**src/rtl/ccip_interface_pipe.sv**
```systemverilog
// Multi-channel CCI-P register slice: pipelined Tx paths with per-channel skid FIFOs and
// almost-full credit, sticky overflow flags, a delayed Rx path and a stretched AFU soft reset.
module ccip_interface_pipe #(
    parameter int unsigned NUM_CH     = 2,
    parameter int unsigned DATA_W     = 16,
    parameter int unsigned RX_W       = 16,
    parameter int unsigned TX_STAGES  = 2,
    parameter int unsigned RX_STAGES  = 2,
    parameter int unsigned FIFO_DEPTH = 16,
    parameter int unsigned AFU_SLACK  = 8,
    parameter int unsigned RST_HOLD   = 4
) (
    input  logic                     pClk,
    input  logic                     pck_cp2af_softReset_n,
    input  logic [NUM_CH-1:0]        af_valid,
    input  logic [NUM_CH*DATA_W-1:0] af_data,
    output logic [NUM_CH-1:0]        af_almFull,
    output logic [NUM_CH-1:0]        fiu_valid,
    output logic [NUM_CH*DATA_W-1:0] fiu_data,
    input  logic [NUM_CH-1:0]        fiu_almFull,
    input  logic                     rx_valid_in,
    input  logic [RX_W-1:0]          rx_data_in,
    output logic                     rx_valid_out,
    output logic [RX_W-1:0]          rx_data_out,
    output logic [NUM_CH-1:0]        ovf_err,
    output logic                     softReset_n_out
);
    localparam int unsigned PTR_W  = (FIFO_DEPTH > 1) ? $clog2(FIFO_DEPTH) : 1;
    localparam int unsigned CNT_W  = $clog2(FIFO_DEPTH) + 1;
    localparam int unsigned OCC_W  = $clog2(FIFO_DEPTH + TX_STAGES + 1);
    localparam int unsigned THRESH = FIFO_DEPTH - AFU_SLACK - 1;
    localparam int unsigned TS     = (TX_STAGES > 0) ? TX_STAGES : 1;
    localparam int unsigned HOLD_W = (RST_HOLD > 0) ? $clog2(RST_HOLD + 1) : 1;

    if (FIFO_DEPTH < AFU_SLACK + TX_STAGES + 2) begin : g_bad_depth
        $error("FIFO_DEPTH too small for AFU_SLACK + TX_STAGES + 2");
    end
    if (RX_STAGES < 1) begin : g_bad_rx
        $error("RX_STAGES must be at least 1");
    end

    for (genvar c = 0; c < NUM_CH; c++) begin : g_ch
        logic              wr_v;
        logic [DATA_W-1:0] wr_d;
        logic [OCC_W-1:0]  stg_cnt;
        logic [DATA_W-1:0] mem [FIFO_DEPTH];
        logic [PTR_W-1:0]  rd_ptr, wr_ptr;
        logic [CNT_W-1:0]  count;
        logic              empty, full, pop, accept;
        logic [OCC_W-1:0]  occ;
        logic              fv_q, afull_q, ovf_q;
        logic [DATA_W-1:0] fd_q;

        if (TX_STAGES > 0) begin : g_stg
            logic [TS-1:0]     stg_v;
            logic [DATA_W-1:0] stg_d [TS];

            always_ff @(posedge pClk) begin
                if (!pck_cp2af_softReset_n) begin
                    stg_v <= '0;
                end else begin
                    stg_v[0] <= af_valid[c];
                    for (int unsigned s = 1; s < TS; s++) stg_v[s] <= stg_v[s-1];
                end
            end

            always_ff @(posedge pClk) begin
                stg_d[0] <= af_data[c*DATA_W +: DATA_W];
                for (int unsigned s = 1; s < TS; s++) stg_d[s] <= stg_d[s-1];
            end

            always_comb begin
                stg_cnt = '0;
                for (int unsigned s = 0; s < TS; s++) stg_cnt = stg_cnt + OCC_W'(stg_v[s]);
            end

            assign wr_v = stg_v[TS-1];
            assign wr_d = stg_d[TS-1];
        end else begin : g_nostg
            assign stg_cnt = '0;
            assign wr_v    = af_valid[c];
            assign wr_d    = af_data[c*DATA_W +: DATA_W];
        end

        assign empty  = (count == '0);
        assign full   = (count == CNT_W'(FIFO_DEPTH));
        assign pop    = !empty && !fiu_almFull[c];
        // A full FIFO still accepts a write when the head leaves in the same cycle.
        assign accept = wr_v && (!full || pop);
        assign occ    = OCC_W'(count) + stg_cnt;

        always_ff @(posedge pClk) begin
            if (!pck_cp2af_softReset_n) begin
                rd_ptr  <= '0;
                wr_ptr  <= '0;
                count   <= '0;
                fv_q    <= 1'b0;
                afull_q <= 1'b1;
                ovf_q   <= 1'b0;
            end else begin
                if (accept) wr_ptr <= wr_ptr + PTR_W'(1);
                if (pop) rd_ptr <= rd_ptr + PTR_W'(1);
                count   <= count + CNT_W'(accept) - CNT_W'(pop);
                fv_q    <= pop;
                afull_q <= (occ >= OCC_W'(THRESH));
                if (wr_v && !accept) ovf_q <= 1'b1;
            end
        end

        always_ff @(posedge pClk) begin
            if (accept) mem[wr_ptr] <= wr_d;
            if (pop) fd_q <= mem[rd_ptr];
        end

        assign fiu_valid[c]                 = fv_q;
        assign fiu_data[c*DATA_W +: DATA_W] = fd_q;
        assign af_almFull[c]                = afull_q;
        assign ovf_err[c]                   = ovf_q;
    end

    logic [RX_STAGES-1:0] rx_v;
    logic [RX_W-1:0]      rx_d [RX_STAGES];

    always_ff @(posedge pClk) begin
        if (!pck_cp2af_softReset_n) begin
            rx_v <= '0;
        end else begin
            rx_v[0] <= rx_valid_in;
            for (int unsigned s = 1; s < RX_STAGES; s++) rx_v[s] <= rx_v[s-1];
        end
    end

    always_ff @(posedge pClk) begin
        rx_d[0] <= rx_data_in;
        for (int unsigned s = 1; s < RX_STAGES; s++) rx_d[s] <= rx_d[s-1];
    end

    assign rx_valid_out = rx_v[RX_STAGES-1];
    assign rx_data_out  = rx_d[RX_STAGES-1];

    logic [HOLD_W-1:0] hold_cnt;
    logic              srst_q;

    always_ff @(posedge pClk) begin
        if (!pck_cp2af_softReset_n) begin
            hold_cnt <= HOLD_W'(RST_HOLD);
            srst_q   <= 1'b0;
        end else if (hold_cnt != '0) begin
            hold_cnt <= hold_cnt - HOLD_W'(1);
            srst_q   <= 1'b0;
        end else begin
            srst_q   <= 1'b1;
        end
    end

    assign softReset_n_out = srst_q;
endmodule

```
**config.mk**
```make
export PLATFORM = sky130hd
export DESIGN_NAME = ccip_interface_pipe
export DESIGN_NICKNAME = d
export VERILOG_FILES = /design/src/rtl/ccip_interface_pipe.sv
export SDC_FILE = /design/constraint.sdc
export NUM_CORES = 1
export LEC_CHECK = 0
export ABC_AREA = 1
export CELL_PAD_IN_SITES_DETAIL_PLACEMENT = 0
export CELL_PAD_IN_SITES_GLOBAL_PLACEMENT = 1
export CORE_UTILIZATION = 26
export CTS_CLUSTER_DIAMETER = 50
export DETAILED_ROUTE_END_ITERATION = 8
export PLACE_DENSITY = 0.53
export SLEW_MARGIN = 20
export SYNTH_ARGS = -nofsm -noshare
export SYNTH_HDL_FRONTEND = slang
export SYNTH_SLANG_ARGS = --single-unit
export TNS_END_PERCENT = 1
```
**constraint.sdc**
```tcl
create_clock -name pClk -period 2.58 [get_ports pClk]
set_input_delay 0.645 -clock pClk [delete_from_list [all_inputs] [get_ports pClk]]
set_output_delay 0.645 -clock pClk [all_outputs]
set_load 0.02 [all_outputs]
```
# Word level (Yosys, flattened, before mapping)
# Memory sizes are Yosys's and may differ from the RTL's. A register that Yosys moved wholly into a read port is not among the register bits.
# Cells that the tools add are included.
# op_classes
mux	5
addsub	13
order_cmp	2
n_reduce_logical	19
eq_ne	2
# op_table
operator	n
$add 4x1->4 const B	4
$add 5x1->5	2
$add 5x2->5	2
$eq 5x5->1 const B	2
$ge 5x3->1 const B	2
$logic_not 5->1	2
$sub 5x1->5	2
$logic_not 1->1	8
$logic_and 1x1->1	6
$mux 1	5
$add 1x1->2	2
$reduce_bool 3->1	1
$sub 3x1->3 const B	1
$logic_or 1x1->1	2
# word_totals
reg_bits	42
word_cells	63
n_memories	5
out_inout_bits	56
in_bits	55
ram_bits	608
# memory_table
memory	words	word_bits	read_ports	rd_ports_with_merged_regs	wr	line	source
g_ch[0].mem	16	16	1	1	1	46	logic [DATA_W-1:0] mem [FIFO_DEPTH];
g_ch[1].mem	16	16	1	1	1	46	
g_ch[0].g_stg.stg_d	2	16	2	0	2	56	logic [DATA_W-1:0] stg_d [TS];
g_ch[1].g_stg.stg_d	2	16	2	0	2	56	
rx_d	2	16	2	0	2	122	logic [RX_W-1:0] rx_d [RX_STAGES];

# Logic depth before layout (Yosys ltp)
# logic_depth
ltp_word	7
mapped_depth	15
ltp_nobuf	15

# Worst setup path after synthesis
# No wires, ideal clock.
# synth_timing
kind	register to register
from	reg g_ch[0].count[2]
to	reg g_ch[0].count[4]
setup_time_ns	0.113
path_buffers	0
arrival_time_ns	2.524
stages_incl_launch_ff	16
setup_slack_ns	-0.057
cell_sequence	dfxtp_1 > inv_1 > ha_1 > nand3_1 > nand2_1 > inv_1 > ha_1 > inv_1 > ha_1 > fa_1 > nand2_1 > a21oi_1 > nor2_1 > nand2_1 > nand2_1 > nor2_1
# synth_between
elab_chain_cells	7
# synth_lines
element	line	source
from (decl)	48	logic [CNT_W-1:0] count;
from (signal assigned)	103	count <= count + CNT_W'(accept) - CNT_W'(pop);
$logic_not 5->1 (*)	85	assign empty = (count == '0);
$logic_not 1->1 (*)	87	assign pop = !empty && !fiu_almFull[c];
$logic_and 1x1->1 (*)	87	
named net g_ch[0].pop	49	logic empty, full, pop, accept;
$logic_or 1x1->1	89	assign accept = wr_v && (!full || pop);
$logic_and 1x1->1	89	
$add 5x1->5	103	
$sub 5x1->5 (*)	103	
# The timed path passes the listed nets; every way through them passes the cells marked *.
# A chain may end at the register's enable or synchronous reset.

# Worst setup path in the final report
# layout_timing
from	reg g_ch[1].count[3]
to	reg g_ch[1].count[4]
# layout_between
elab_chain_cells	7
# layout_lines
element	line
from (decl)	48
from (signal assigned)	103
$logic_not 5->1 (*)	85
$logic_not 1->1 (*)	87
$logic_and 1x1->1 (*)	87
named net g_ch[1].pop	49
$logic_or 1x1->1	89
$logic_and 1x1->1	89
$add 5x1->5	103
$sub 5x1->5 (*)	103
# Marks and branches as above.

==> results.cfg <==
[worst_setup_path]
r2r_slack_ps = 230
critPathTopFamily = adder cells
ff2ff_path_depth = 15
worstReg2RegStart = g_ch[1].count[3]$_SDFF_PN0_
crit_slowest_cell = fa_1
crit_start = g_ch[1].count[3]$_SDFF_PN0_
cpMostUsedCell = nand2_1
worst-setup-path-type = reg2reg
end_kind = register
path_buf_inv = 3
path_cells = inv_1 > ha_1 > nand3_1 > nand2_1 > inv_1 > ha_1 > inv_1 > ha_1 > fa_1 > nand2_1 > a21oi_1 > nor2_1 > nand2_1 > nand2_1 > nor2_1
r2r-end = g_ch[1].count[4]$_SDFF_PN0_
cp.depth = 15
cp.arrival_ps = 2900
critPathRequiredTime_ps = 3130
critical_path_peak_fanout = 4
start_kind = register
slowest_delay_ps = 390

[clocking]
clk_pin_slew_worst_paths_ps = 60
root_buffer = clkbuf_16
cts_setup_buffers = 0
cts_buffers = 91
htreeDepth = 3
ctsHoldBuffers = 0
cts_buffer_depth = 3
cts_tree = yes
clk_latency_ps = 660
cts_resized = 0
cts_sinks = 682

[route]
met3_length_mm = 3.49
wire_per_inst_um = 17.8
firstDrtPassIters = 7
wl_met1_mm = 31.4
drc = 0
drt_iter0_markers = 1012
num_vias = 16200
drtAntennaViolNets = 0
top_layer = met5
viasPerCell = 4.24
wl_mm = 68.2
wl_met2_mm = 31.3

[final_layout]
n_antenna_cell = 0
areaGrowthSynthToFinish_pct = 23.8
fin_nets = 2547
drive_gt1_share_pct = 11.3

[sta]
max_freq_mhz = 425
hold_ws_ps = 322
worstMarginPinSlew_ps = 932
slew_viol_final = 0
post-route-min-period_ps = 2350
timing.final.crit_share_pct = 91.1
rsz0062_at_grt = false
hold_violations = 0
slew_headroom_pct = 37.8
setup_viol = 0
finalClockSkew_ps = 23.7

[logic_synthesis]
ys_types = 26
synth-seq-cells = 682
synthesis.area_mm2 = 0.0262
avgSynthCellArea_um2 = 11.5
yosys-top-cells-area = edfxtp_1 62%, nand2_1 11%, dfxtp_1 11%
ys_seq_area_share_pct = 72.9
synth_fp_nets = 2375
synth_top_area_share_pct = 62.4
yosysWarnings = 0
postSynthCellCount = 2286
yosysTopAreaCell = edfxtp_1

[power]
pwr-share-clk_pct = 41.3
p_leak_nw = 12.1
netSwitchingFraction_pct = 28.3
combPwrFrac_pct = 16.2
p_int_mw = 21.6
ir_worst_vdd_mv = 0.498
powerDensity_mw_per_mm2 = 931
power_mw = 30.2
seqPwrFrac_pct = 42.5
p_sw_mw = 8.53

[placement]
dp.final_hpwl_mm = 42.9
port_buffers = 110
finalWeightedCongestion = 0.768

[floorplan]
die_w_um = 319
pin_count = 111
start_util_pct = 26.2
num_rows = 116
core_mm2 = 0.100
die_y_um = 319
dieArea_mm2 = 0.102

[flow_run]
maxCapViolCount = 0

[hold_path]
hp-class = reg2reg
min_path_cells = 0
holdPathEnd = rx_d[0][26]$_DFF_P_
worstHoldStart = rx_d[0][10]$_DFF_P_

[global_routing]
antenna_found_initial = 2
grt_pass1_wl_mm = 103
grt_pass1_vias = 16500
grt_max_degree = 147
grt-ovfl-total = 0
grt_usage_pct = 13.5

[run_status]
status = complete, no violations
-- logic make-up (layout without fill, tap and decap cells) --
family / count (synthesis) / count (layout) / synth area share [%]
xor gates and xnor gates: 8 / 8 / 0.268
AOI/OAI and AO/OA: 131 / 131 / 2.55
and+or+nand+nor: 1220 / 1220 / 18.4
DFF: 682 / 682 / 72.9
adders and majority gates: 34 / 34 / 1.74
buffers and inverters: 211 / 459 / 4.15
-- cell type report --
class                   count  area [um^2]
fillers                  9978        67600
flip-flops and latches    682        19100
multi-input cells        1393         6110
clock buffers             105         2390
repair buffers            199         2180
well taps                1298         1620
clock inverters            64          647
inverters                  91          349
-- power by group through the flow --
stage | combinational, mW | clock, mW | sequential [mW]
floorplan | 2.93 | 0 | 13.2
global placement | 4.96 | 0 | 13.1
detailed placement | 4.96 | 0 | 13.1
CTS | 4.99 | 12.8 | 12.8
global route | 5.53 | 13.2 | 12.9
finish | 4.89 | 12.4 | 12.8
-- sequential cells by signal, summed over array words and instances, names as in the netlist --
signal            cells
g_ch.mem            512
g_ch.g_stg.stg_d     64
g_ch.fd_q            32
rx_d                 32
g_ch.count           10
g_ch.rd_ptr           8
g_ch.wr_ptr           8
g_ch.g_stg.stg_v      4
hold_cnt              3
g_ch.afull_q          2
g_ch.fv_q             2
g_ch.ovf_q            2
rx_v                  2
softReset_n_out       1
-- cell usage after synthesis, drive strengths merged --
master  number
ha          30
o21ai       76
a21oi       52
o31ai        1
inv         88
dfxtp      138
nor2       319
nand3      150
nand4        6
edfxtp     544
o21a         2
xor2         8
clkbuf      13
buf        107
nand2      741
fa           4
nor3         4
clkinv       3
-- metal layers --
metal  track usage (%)  vias up
li1                  -     7984
met1              18.1     7751
met2              21.4      392
met3              2.76      116
met4              4.86        2
met5                 0        -
-- stage by stage --
stage                     util [%]  cells  setup TNS, ps  setup WS (ps)  cell area [um^2]
after global routing          32.4   3832              0           11.5             32400
after detailed placement      29.4   3663          -1040           -244             29400
after floorplan                  -   2286              0           8.40             26200
after global placement        29.4   3663          -2750           -314             29400
after CTS                     32.4   3832              0            210             32400
final                         32.4   3832              0            229             32400
-- cells in the final DEF, fill, tap and decap left out, types with 3 or more instances in the layout --
| master | count |
|---|---|
| nand2_2 | 3 |
| ha_1 | 27 |
| clkbuf_1 | 9 |
| inv_8 | 4 |
| clkinv_8 | 3 |
| clkinv_2 | 15 |
| clkbuf_8 | 4 |
| clkdlybuf4s50_1 | 110 |
| dfxtp_1 | 136 |
| inv_1 | 80 |
| clkinv_1 | 17 |
| fa_1 | 3 |
| clkinv_4 | 6 |
| buf_4 | 56 |
| inv_6 | 10 |
| bufinv_16 | 7 |
| buf_12 | 33 |
| nand4_1 | 6 |
| nand2_1 | 738 |
| xor2_1 | 8 |
| edfxtp_1 | 544 |
| nor2_2 | 28 |
| a21oi_1 | 51 |
| clkinvlp_4 | 5 |
| nor2_1 | 289 |
| nand3_1 | 150 |
| inv_2 | 5 |
| clkbuf_16 | 92 |
| o21ai_0 | 76 |
| nor3_2 | 4 |
-- how the worst max path moves through the flow --
stage | endpoint
after global routing | g_ch[0].count[4]$_SDFF_PN0_
after CTS | g_ch[0].count[4]$_SDFF_PN0_
after detailed placement | g_ch[1].count[4]$_SDFF_PN0_
after floorplan | g_ch[0].count[4]$_SDFF_PN0_
final | g_ch[1].count[4]$_SDFF_PN0_
after global placement | g_ch[1].count[4]$_SDFF_PN0_
Note: power is estimated with default switching activity, not from simulation.
